<file path="src/rtl/cmd_pkg.sv">
// Shared opcode constants and controller state encoding.
package cmd_pkg;

  localparam int unsigned NIB_W = 4;

  localparam logic [NIB_W-1:0] OP_STOP  = 4'h0;
  localparam logic [NIB_W-1:0] OP_START = 4'hF;
  localparam logic [NIB_W-1:0] OP_GATED = 4'h3;
  localparam logic [NIB_W-1:0] OP_READ  = 4'h5;
  localparam logic [NIB_W-1:0] OP_CLEAR = 4'hA;

  typedef enum logic [1:0] {
    ST_IDLE  = 2'd0,
    ST_COUNT = 2'd1,
    ST_GATED = 2'd2
  } state_e;

endpackage : cmd_pkg

</file>
<file path="src/rtl/cmd_vote.sv">
// Nibble majority vote: a command word is accepted when all but at most one
// nibble agree; the agreeing nibble value is the opcode.
module cmd_vote
  import cmd_pkg::*;
#(
  parameter int unsigned CMD_W = 16
) (
  input  logic [CMD_W-1:0] cmd,
  output logic [NIB_W-1:0] opcode_c,
  output logic             valid_c
);

  localparam int unsigned N_NIB = CMD_W / NIB_W;
  localparam int unsigned THR   = N_NIB - 1;
  localparam int unsigned CNT_W = $clog2(N_NIB + 1);

  logic [N_NIB-1:0][NIB_W-1:0] nib;
  logic [CNT_W-1:0]            cnt;

  assign nib = cmd;

  // Count agreement for each nibble; scan high to low so the lowest-index winner is kept.
  always_comb begin
    opcode_c = '0;
    valid_c  = 1'b0;
    cnt      = '0;
    for (int i = int'(N_NIB) - 1; i >= 0; i--) begin
      cnt = '0;
      for (int j = 0; j < int'(N_NIB); j++) begin
        if (nib[j] == nib[i]) cnt = cnt + CNT_W'(1);
      end
      if (cnt >= CNT_W'(THR)) begin
        opcode_c = nib[i];
        valid_c  = 1'b1;
      end
    end
  end

endmodule : cmd_vote

</file>
<file path="src/rtl/cmd_controller.sv">
// Command-driven counter gate controller: free-run and timed-gate counting,
// readout/clear pulses, and error flagging for rejected commands.
module cmd_controller
  import cmd_pkg::*;
#(
  parameter int unsigned CMD_W  = 16,
  parameter int unsigned N_CH   = 4,
  parameter int unsigned GATE_W = 24
) (
  input  logic              CLK,
  input  logic              RST,
  input  logic              CMD_VALID,
  input  logic [CMD_W-1:0]  COMMAND,
  input  logic [N_CH-1:0]   CH_MASK,
  input  logic [GATE_W-1:0] GATE_LEN,
  output logic [N_CH-1:0]   START_COUNT,
  output logic              READ_DATA,
  output logic              CLEAR_COUNT,
  output logic              GATE_DONE,
  output logic              CMD_ERR,
  output logic              BUSY
);

  state_e              state_q, state_d;
  logic [GATE_W-1:0]   timer_q, timer_d;
  logic [N_CH-1:0]     start_count_q, start_count_d;
  logic                read_data_q, read_data_d;
  logic                clear_count_q, clear_count_d;
  logic                gate_done_q, gate_done_d;
  logic                cmd_err_q, cmd_err_d;
  logic                busy_q, busy_d;

  logic [NIB_W-1:0]    opcode_c;
  logic                vote_ok_c;
  logic                is_stop_c;

  cmd_vote #(.CMD_W(CMD_W)) u_vote (
    .cmd      (COMMAND),
    .opcode_c (opcode_c),
    .valid_c  (vote_ok_c)
  );

  assign is_stop_c = CMD_VALID && vote_ok_c && (opcode_c == OP_STOP);

  // Next-state and output decode.
  always_comb begin
    state_d       = state_q;
    timer_d       = timer_q;
    start_count_d = start_count_q;
    read_data_d   = 1'b0;
    clear_count_d = 1'b0;
    gate_done_d   = 1'b0;
    cmd_err_d     = 1'b0;

    case (state_q)
      ST_IDLE: begin
        if (CMD_VALID) begin
          if (!vote_ok_c) begin
            cmd_err_d = 1'b1;
          end else begin
            case (opcode_c)
              OP_STOP: ;
              OP_START: begin
                state_d       = ST_COUNT;
                start_count_d = CH_MASK;
              end
              OP_GATED: begin
                if (GATE_LEN == '0) begin
                  cmd_err_d = 1'b1;
                end else begin
                  state_d       = ST_GATED;
                  timer_d       = GATE_LEN;
                  start_count_d = CH_MASK;
                end
              end
              OP_READ:  read_data_d   = 1'b1;
              OP_CLEAR: clear_count_d = 1'b1;
              default:  cmd_err_d     = 1'b1;
            endcase
          end
        end
      end

      ST_COUNT: begin
        if (is_stop_c) begin
          state_d       = ST_IDLE;
          start_count_d = '0;
        end else if (CMD_VALID) begin
          cmd_err_d = 1'b1;
        end
      end

      ST_GATED: begin
        // An explicit stop wins over natural expiry and suppresses GATE_DONE.
        if (is_stop_c) begin
          state_d       = ST_IDLE;
          start_count_d = '0;
          timer_d       = '0;
        end else begin
          if (CMD_VALID) cmd_err_d = 1'b1;
          if (timer_q == GATE_W'(1)) begin
            state_d       = ST_IDLE;
            start_count_d = '0;
            timer_d       = '0;
            gate_done_d   = 1'b1;
          end else begin
            timer_d = timer_q - GATE_W'(1);
          end
        end
      end

      default: begin
        state_d       = ST_IDLE;
        timer_d       = '0;
        start_count_d = '0;
      end
    endcase

    busy_d = (state_d != ST_IDLE);
  end

  // State and output registers with synchronous reset.
  always_ff @(posedge CLK) begin
    if (RST) begin
      state_q       <= ST_IDLE;
      timer_q       <= '0;
      start_count_q <= '0;
      read_data_q   <= 1'b0;
      clear_count_q <= 1'b0;
      gate_done_q   <= 1'b0;
      cmd_err_q     <= 1'b0;
      busy_q        <= 1'b0;
    end else begin
      state_q       <= state_d;
      timer_q       <= timer_d;
      start_count_q <= start_count_d;
      read_data_q   <= read_data_d;
      clear_count_q <= clear_count_d;
      gate_done_q   <= gate_done_d;
      cmd_err_q     <= cmd_err_d;
      busy_q        <= busy_d;
    end
  end

  assign START_COUNT = start_count_q;
  assign READ_DATA   = read_data_q;
  assign CLEAR_COUNT = clear_count_q;
  assign GATE_DONE   = gate_done_q;
  assign CMD_ERR     = cmd_err_q;
  assign BUSY        = busy_q;

endmodule : cmd_controller

</file>
<file path="config.mk">
export PLATFORM = sky130hd
export DESIGN_NAME = cmd_controller
export DESIGN_NICKNAME = d
export VERILOG_FILES = /design/src/rtl/cmd_pkg.sv /design/src/rtl/cmd_vote.sv /design/src/rtl/cmd_controller.sv
export SDC_FILE = /design/constraint.sdc
export NUM_CORES = 1
export LEC_CHECK = 0
export CAP_MARGIN = 10
export CORE_MARGIN = 10
export CORE_UTILIZATION = 57
export CTS_CLUSTER_SIZE = 8
export DETAILED_ROUTE_END_ITERATION = 10
export GPL_TIMING_DRIVEN = 0
export PLACE_DENSITY_LB_ADDON = 0.1
export SETUP_SLACK_MARGIN = 0.4
export SLEW_MARGIN = 20
export SYNTH_ARGS = -nofsm -noshare
export SYNTH_HDL_FRONTEND = slang
export SYNTH_SLANG_ARGS = --single-unit
</file>
<file path="constraint.sdc">
create_clock -name CLK -period 6.9 [get_ports CLK]
set_input_delay 0.69 -clock CLK [delete_from_list [all_inputs] [get_ports CLK]]
set_output_delay 0.69 -clock CLK [all_outputs]
set_load 0.05 [all_outputs]
</file>
Word-level counts from Yosys, hierarchy flattened. Index checks and enable logic that the tools add are counted.

Output and inout port bits: 9. Input port bits: 47. Register bits: 35. Word-level logic and storage cells: 121.

Equal/unequal tests: 27. Mux-type cells: 53. Bitwise operators: 5. Reduce and logical (&&, ||, !) cells: 12. $add $sub $neg: 12. Magnitude comparators: 4.

Operators by type and width (number): 24-bit 2-to-1 mux (6); 24-bit one-hot mux with 3 select lines (1); 4-bit equality test (12); 4-bit 2-to-1 mux (10); 24-bit by 1-bit equality test with 1-bit output, second input constant (1); 24-bit zero test (1); 3-bit 2-to-1 mux (8); 24-bit by 1-bit subtractor with 24-bit output, second input constant (1); 3-bit by 1-bit adder with 3-bit output, second input constant (7); 1-bit 2-to-1 mux (15); 2-bit 2-to-1 mux (7); 3-bit by 2-bit >= comparator with 1-bit output, second input constant (4); 4-bit one-hot mux with 3 select lines (1); 4-bit equality test, second input constant (2); 2-bit inequality test, second input constant (4); 4-bit one-hot mux with 2 select lines (1); 4-bit OR reduction (2); 1-bit by 1-bit adder with 2-bit output, second input constant (3); 3-bit inequality test, second input constant (2); 2-bit one-hot mux with 3 select lines (1); 6-bit AND reduction (1); 1-bit inverter (5); 5-bit AND reduction (1); 4-bit by 2-bit equality test with 1-bit output, second input constant (1); other kinds (14) (16).

Logic depth before layout (Yosys ltp).
Word-level depth: 18. Depth in mapped cells: 18. Gate-level depth less buffers: 15.

Hierarchy. A second synthesis with hierarchy kept.

Cell total of the unflattened synthesis: 367. Area, all modules: 2896.5 sq um.

Modules (own cells, without submodules): cmd_controller (area an instance 2215.9 sq um, seq. area each 700.7 sq um, times used 1, cells each 284); cmd_vote (area an instance 680.7 sq um, seq. area each 0.0 sq um, times used 1, cells each 83).

Worst setup path after synthesis. No wires, ideal clock.

Path type: input -> register. Start point: input COMMAND[15]. End point: register timer_q[7]. Data required time: 6778 ps. Path buffers: 2. Arrival: 4508 ps. Slack: 2271 ps. Stages on the path: 17. Library setup time: 122 ps. Cells stage by stage: buf_2 -> xor2_1 -> nor4_1 -> ha_1 -> xnor2_1 -> inv_1 -> ha_1 -> or3b_1 -> a41o_1 -> o211a_1 -> a2111oi_2 -> o21ai_0 -> o31a_2 -> o211ai_4 -> buf_6 -> nor2_1 -> a221o_1.

Cells in the longest elaborated chain, start to end: 16. Elaborated cells between the ends (all ways): 36. Those cells by class: add/sub (3); order compare (4); eq/ne (9); mux (16); reduce/logical (4).

Ends and longest elaborated chain: from (decl) (line cmd_controller.sv:13) `input logic [CMD_W-1:0] COMMAND,`; 4-bit equality test (line cmd_vote.sv:30) `if (nib[j] == nib[i]) cnt = cnt + CNT_W'(1);`; 1-bit 2-to-1 mux (line cmd_vote.sv:30); 1-bit by 1-bit adder with 2-bit output (line cmd_vote.sv:30); 3-bit 2-to-1 mux (line cmd_vote.sv:30); 3-bit by 1-bit adder with 3-bit output (line cmd_vote.sv:30); 3-bit 2-to-1 mux (line cmd_vote.sv:30); 3-bit by 1-bit adder with 3-bit output (line cmd_vote.sv:30); 3-bit by 2-bit >= comparator with 1-bit output (line cmd_vote.sv:32) `if (cnt >= CNT_W'(THR)) begin`; 4-bit 2-to-1 mux / 1-bit 2-to-1 mux (equally long branches) (4 in series) (line cmd_vote.sv:32); 4-bit zero test / 1-bit logical AND (equally long branches) (line cmd_controller.sv:43) `assign is_stop_c = CMD_VALID && vote_ok_c && (opcode_c == OP_STOP);`; 1-bit logical AND (line cmd_controller.sv:43); 24-bit 2-to-1 mux (line cmd_controller.sv:95) `if (is_stop_c) begin`; 24-bit one-hot mux with 3 select lines (line cmd_controller.sv:55) `case (state_q)`; to (signal assigned) (line cmd_controller.sv:135) `timer_q <= timer_d;`; to (decl) (line cmd_controller.sv:25) `logic [GATE_W-1:0] timer_q, timer_d;`.

Several ways; a longest one is shown, not always the timed one. A chain may end at the register's enable or synchronous reset.

Worst setup path after layout.
Start point: input COMMAND[12]. End point: register timer_q[12].

Same word-level chain as after synthesis.

==> results by group <==
Floorplanning
  • Die Wd: between 90 and 100 microns
  • Num rows: 25
  • Core area: 0.004786 sq mm
  • Io pins: 56
  • Die height: roughly 90 microns
  • Initial Util: 0.5953
  • Die Area: around 0.008 sq mm

Clock network
  • H-tree levels: 2
  • Clock transition at path regs: 70 ps
  • Num CTS Buffers: 5
  • Clock Latency Late Sink: roughly 300 ps
  • Resized cells post-CTS: 0
  • Setup bufs post-CTS: 0
  • Max Root-Sink Buffers: 2
  • Post-CTS Hold Buffers: 0
  • Num Clock Sinks: 35
  • CTS Root Cell: clkbuf_8
  • TritonCTS clock tree: yes

Route
  • DR vias: 3,020
  • Number of vias per cell: 6.214
  • Post-DRT Antenna Nets: 0
  • Wire length on met3: between 500 and 600 microns
  • Drc violations: 0
  • Met2 wire length: between 4000 and 5000 microns
  • Detailed Route Iter0 Violations: 242
  • Routed WL: 8543 microns
  • Met1 WL: 3541 microns
  • Per-cell routed wire length: about 18 microns
  • Top Layer Used: met4
  • Pre-antenna DRT Iters: 5

Setup path
  • Most used cell, CP: ha_1
  • CP startpoint kind: input pin
  • Worst EP arrival: 5880 ps
  • Worst r2r src: timer_q[8]
  • Crit path cell chain: clkdlybuf4s50_1, xor2_1, nor4_1, ha_1, xnor2_1, inv_1, ha_1, or3b_1, a41o_1, o211a_1, a2111oi_2, o21a_1, a41oi_2, nand2b_1, clkbuf_1, o21ai_0, o2bb2ai_1
  • CP peak stage delay: 670 ps
  • CP max FO: 10
  • CP top delay family: compound AO/OA/AOI/OAI gates
  • Crit. End Element: flip-flop
  • Worst Path Required: 7040 ps
  • CP Buf/Inv Count: 3
  • Slowest library cell on the worst path: nor4_1
  • Critical path class: in -> reg
  • Reg2Reg Setup Slack: roughly 4400 ps
  • Critical Path Source: COMMAND[12]

Power and ir drop
  • Leak Pwr: 1.479 nW
  • Clock share of power: 0.367
  • PwrDens: 170.8 mW/mm^2
  • Int Power: 0.0004293 W
  • Sequential share of power: 0.338
  • Sw frac: 0.2971
  • Maximum vdd ir drop: ~0.17 mV
  • Net Switching: around 0.00018 W
  • Power share of the combinational group: 0.295

Synthesis
  • Dominant synthesized flop cell: dfxtp_1
  • Asr flop ratio synth: 0
  • Unique masters post-synth: 65
  • Synthesized Nets: 421
  • Synthesized cell area: approximately 0.0028 sq mm
  • Syn_area_per_cell: 7.914 sq um
  • Synth Register Bits: 35
  • EDFF count, synth: 0
  • Register area share after synthesis: 0.2459
  • Ys Warns: 0
  • Cell count after synthesis: 360

Timing
  • Clk_skew: 4.883 ps
  • RSZ-0062 raised after global routing: false
  • Tcrit/Tclk final: 0.8314
  • Worst rel slew slack: 0.2650
  • Final Hold Fails: 0
  • Final setup TNS: 0 ps
  • Setup WS post-layout: 1163 ps
  • Setup Viol. Count Final: 0
  • Fmax: approximately 0.17 GHz
  • Worst slew pin tran: ~1100 ps
  • Pins Over Slew Limit: 0
  • Fin crit period: between 5000 and 6000 ps

Cells and area
  • Fillcell total: 384
  • Area of the multi-input gates: ~0.0020 sq mm
  • Non-Filler Instances: 486
  • Final nets: 479
  • N_diodes: 0
  • Final Util: 0.7472
  • Final Instance Area: 0.003576 sq mm
  • Share of layout cells above drive strength 1: 0.05489
  • Register Area: 700.7 sq um
  • Area growth, synth to finish: 25.52%

Place
  • Hpwl dp: 6624 microns
  • Cells after DPL: 478
  • Placer Congestion: around 0.90
  • Place WS: 931.6 ps
  • Buffers on Ports: 51
  • Post-DP Area: 0.003443 sq mm

Min path
  • Hold Path Class: reg -> reg
  • HP Start: timer_q[13]

GRT
  • Vias in the first global route: 2,992
  • Global route total overflow: 0
  • First-pass GRT wire length: approximately 14,000 microns
  • GRT Util Overall: 0.2028
  • Largest net degree at the start of global routing: 12
  • Initial antenna violation count: 0

Run status
  • Status: finished clean

Flow run
  • Number of max-cap violations: 0
-- power by group through the flow --
stage               clock network (W)  registers [W]  logic [W]
global route                 0.000232       0.000207   0.000196
finish                       0.000224       0.000207   0.000180
CTS                          0.000224       0.000206   0.000176
global placement                    0       0.000211   0.000170
detailed placement                  0       0.000211   0.000175
floorplan                           0       0.000215   0.000112
-- state kept, by name, indices dropped and copies added, names as in the netlist --
name,count
GATE_DONE,1
CMD_ERR,1
state_q,2
CLEAR_COUNT,1
BUSY,1
START_COUNT,4
timer_q,24
READ_DATA,1
-- synth_stat cells, drive strengths merged (5+ instances only) --
master / count / share of area
clkbuf: 8 / 0.011
a32oi: 5 / 0.015
buf: 5 / 0.013
or2: 5 / 0.011
o21ai: 26 / 0.046
nor3: 17 / 0.032
nor4: 13 / 0.031
a22oi: 6 / 0.016
nor2b: 6 / 0.013
nand2b: 7 / 0.015
ha: 12 / 0.053
inv: 21 / 0.028
a21o: 7 / 0.018
xnor2: 19 / 0.058
nor2: 35 / 0.046
a211oi: 5 / 0.013
dfxtp: 35 / 0.25
xor2: 10 / 0.031
nand2: 32 / 0.042
and2: 7 / 0.015
o2bb2ai: 10 / 0.031
-- layout make-up --
cell class	count	share of cell area
timing repair buffer	51	0.1428
sequential	35	0.1959
buffer	13	0.01889
clock inverter	2	0.01679
inverter	21	0.02204
clock buffer	6	0.02029
multi-input combinational	291	0.5598
tap	67	0.02344
-- kinds of logic (layout without fill, tap and decap cells) --
kind of cell	after synthesis	count (layout)	share of synthesized area
fa+ha+maj	14	14	0.06675
buf+inv	34	93	0.05138
simple gates	142	142	0.2552
xor+xnor	29	29	0.08915
mux	1	1	0.003514
compound gates	105	105	0.2881
flops	35	35	0.2459
-- worst paths after layout --
path,to,depth (start not counted)
max,timer_q[12],17
max reg2reg,timer_q[12],9
min,timer_q[13],1
min reg2reg,timer_q[13],1
-- worst register-to-register path: stages (launching register included) --
cell and delay [ps]:
dfxtp_1 360, nor3_1 320, nand2_1 240, nor3_1 300
a31oi_1 170, o31a_2 200, o211ai_4 190, buf_2 310
o21ai_0 130, o2bb2ai_1 160
-- stage by stage --
step	total power, W	hold WS, ps
after floorplan	0.0003276	425.0
after global placement	0.0003809	437.5
after detailed placement	0.0003864	442.1
after CTS	0.0006071	459.4
after global routing	0.0006343	469.3
final	0.0006107	456.3
-- cells in the final DEF, fill, tap and decap left out, drive strengths merged, types with 2 or more instances in the layout --
cell type      instances
a22oi                  6
clkbuf                14
nand2                 32
nand3                  4
and2                   7
xor2                  10
o31ai                  3
a31oi                  3
nor2                  35
inv                   21
fa                     2
nand2b                 7
a221oi                 3
o2bb2ai               10
a21o                   7
xnor2                 19
o21ai                 26
o32ai                  2
or2                    5
o41a                   2
a221o                  4
a22o                   4
nor3                  17
and3                   4
nor4                  13
clkdlybuf4s50         51
buf                    5
o211ai                 2
a21oi                  4
a211oi                 5
dfxtp                 35
a32oi                  5
nand4                  2
o211a                  4
and4                   4
bufinv                 2
ha                    12
nor2b                  6
-- layer usage --
metal / track usage / vias to the layer above
met4: 0.06499 / 0
met1: 0.2468 / 1405
met3: 0.03741 / 19
li1: - / 1452
met2: 0.3486 / 144
met5: 0 / -
No activity file was read; power rests on OpenSTA's default activity.
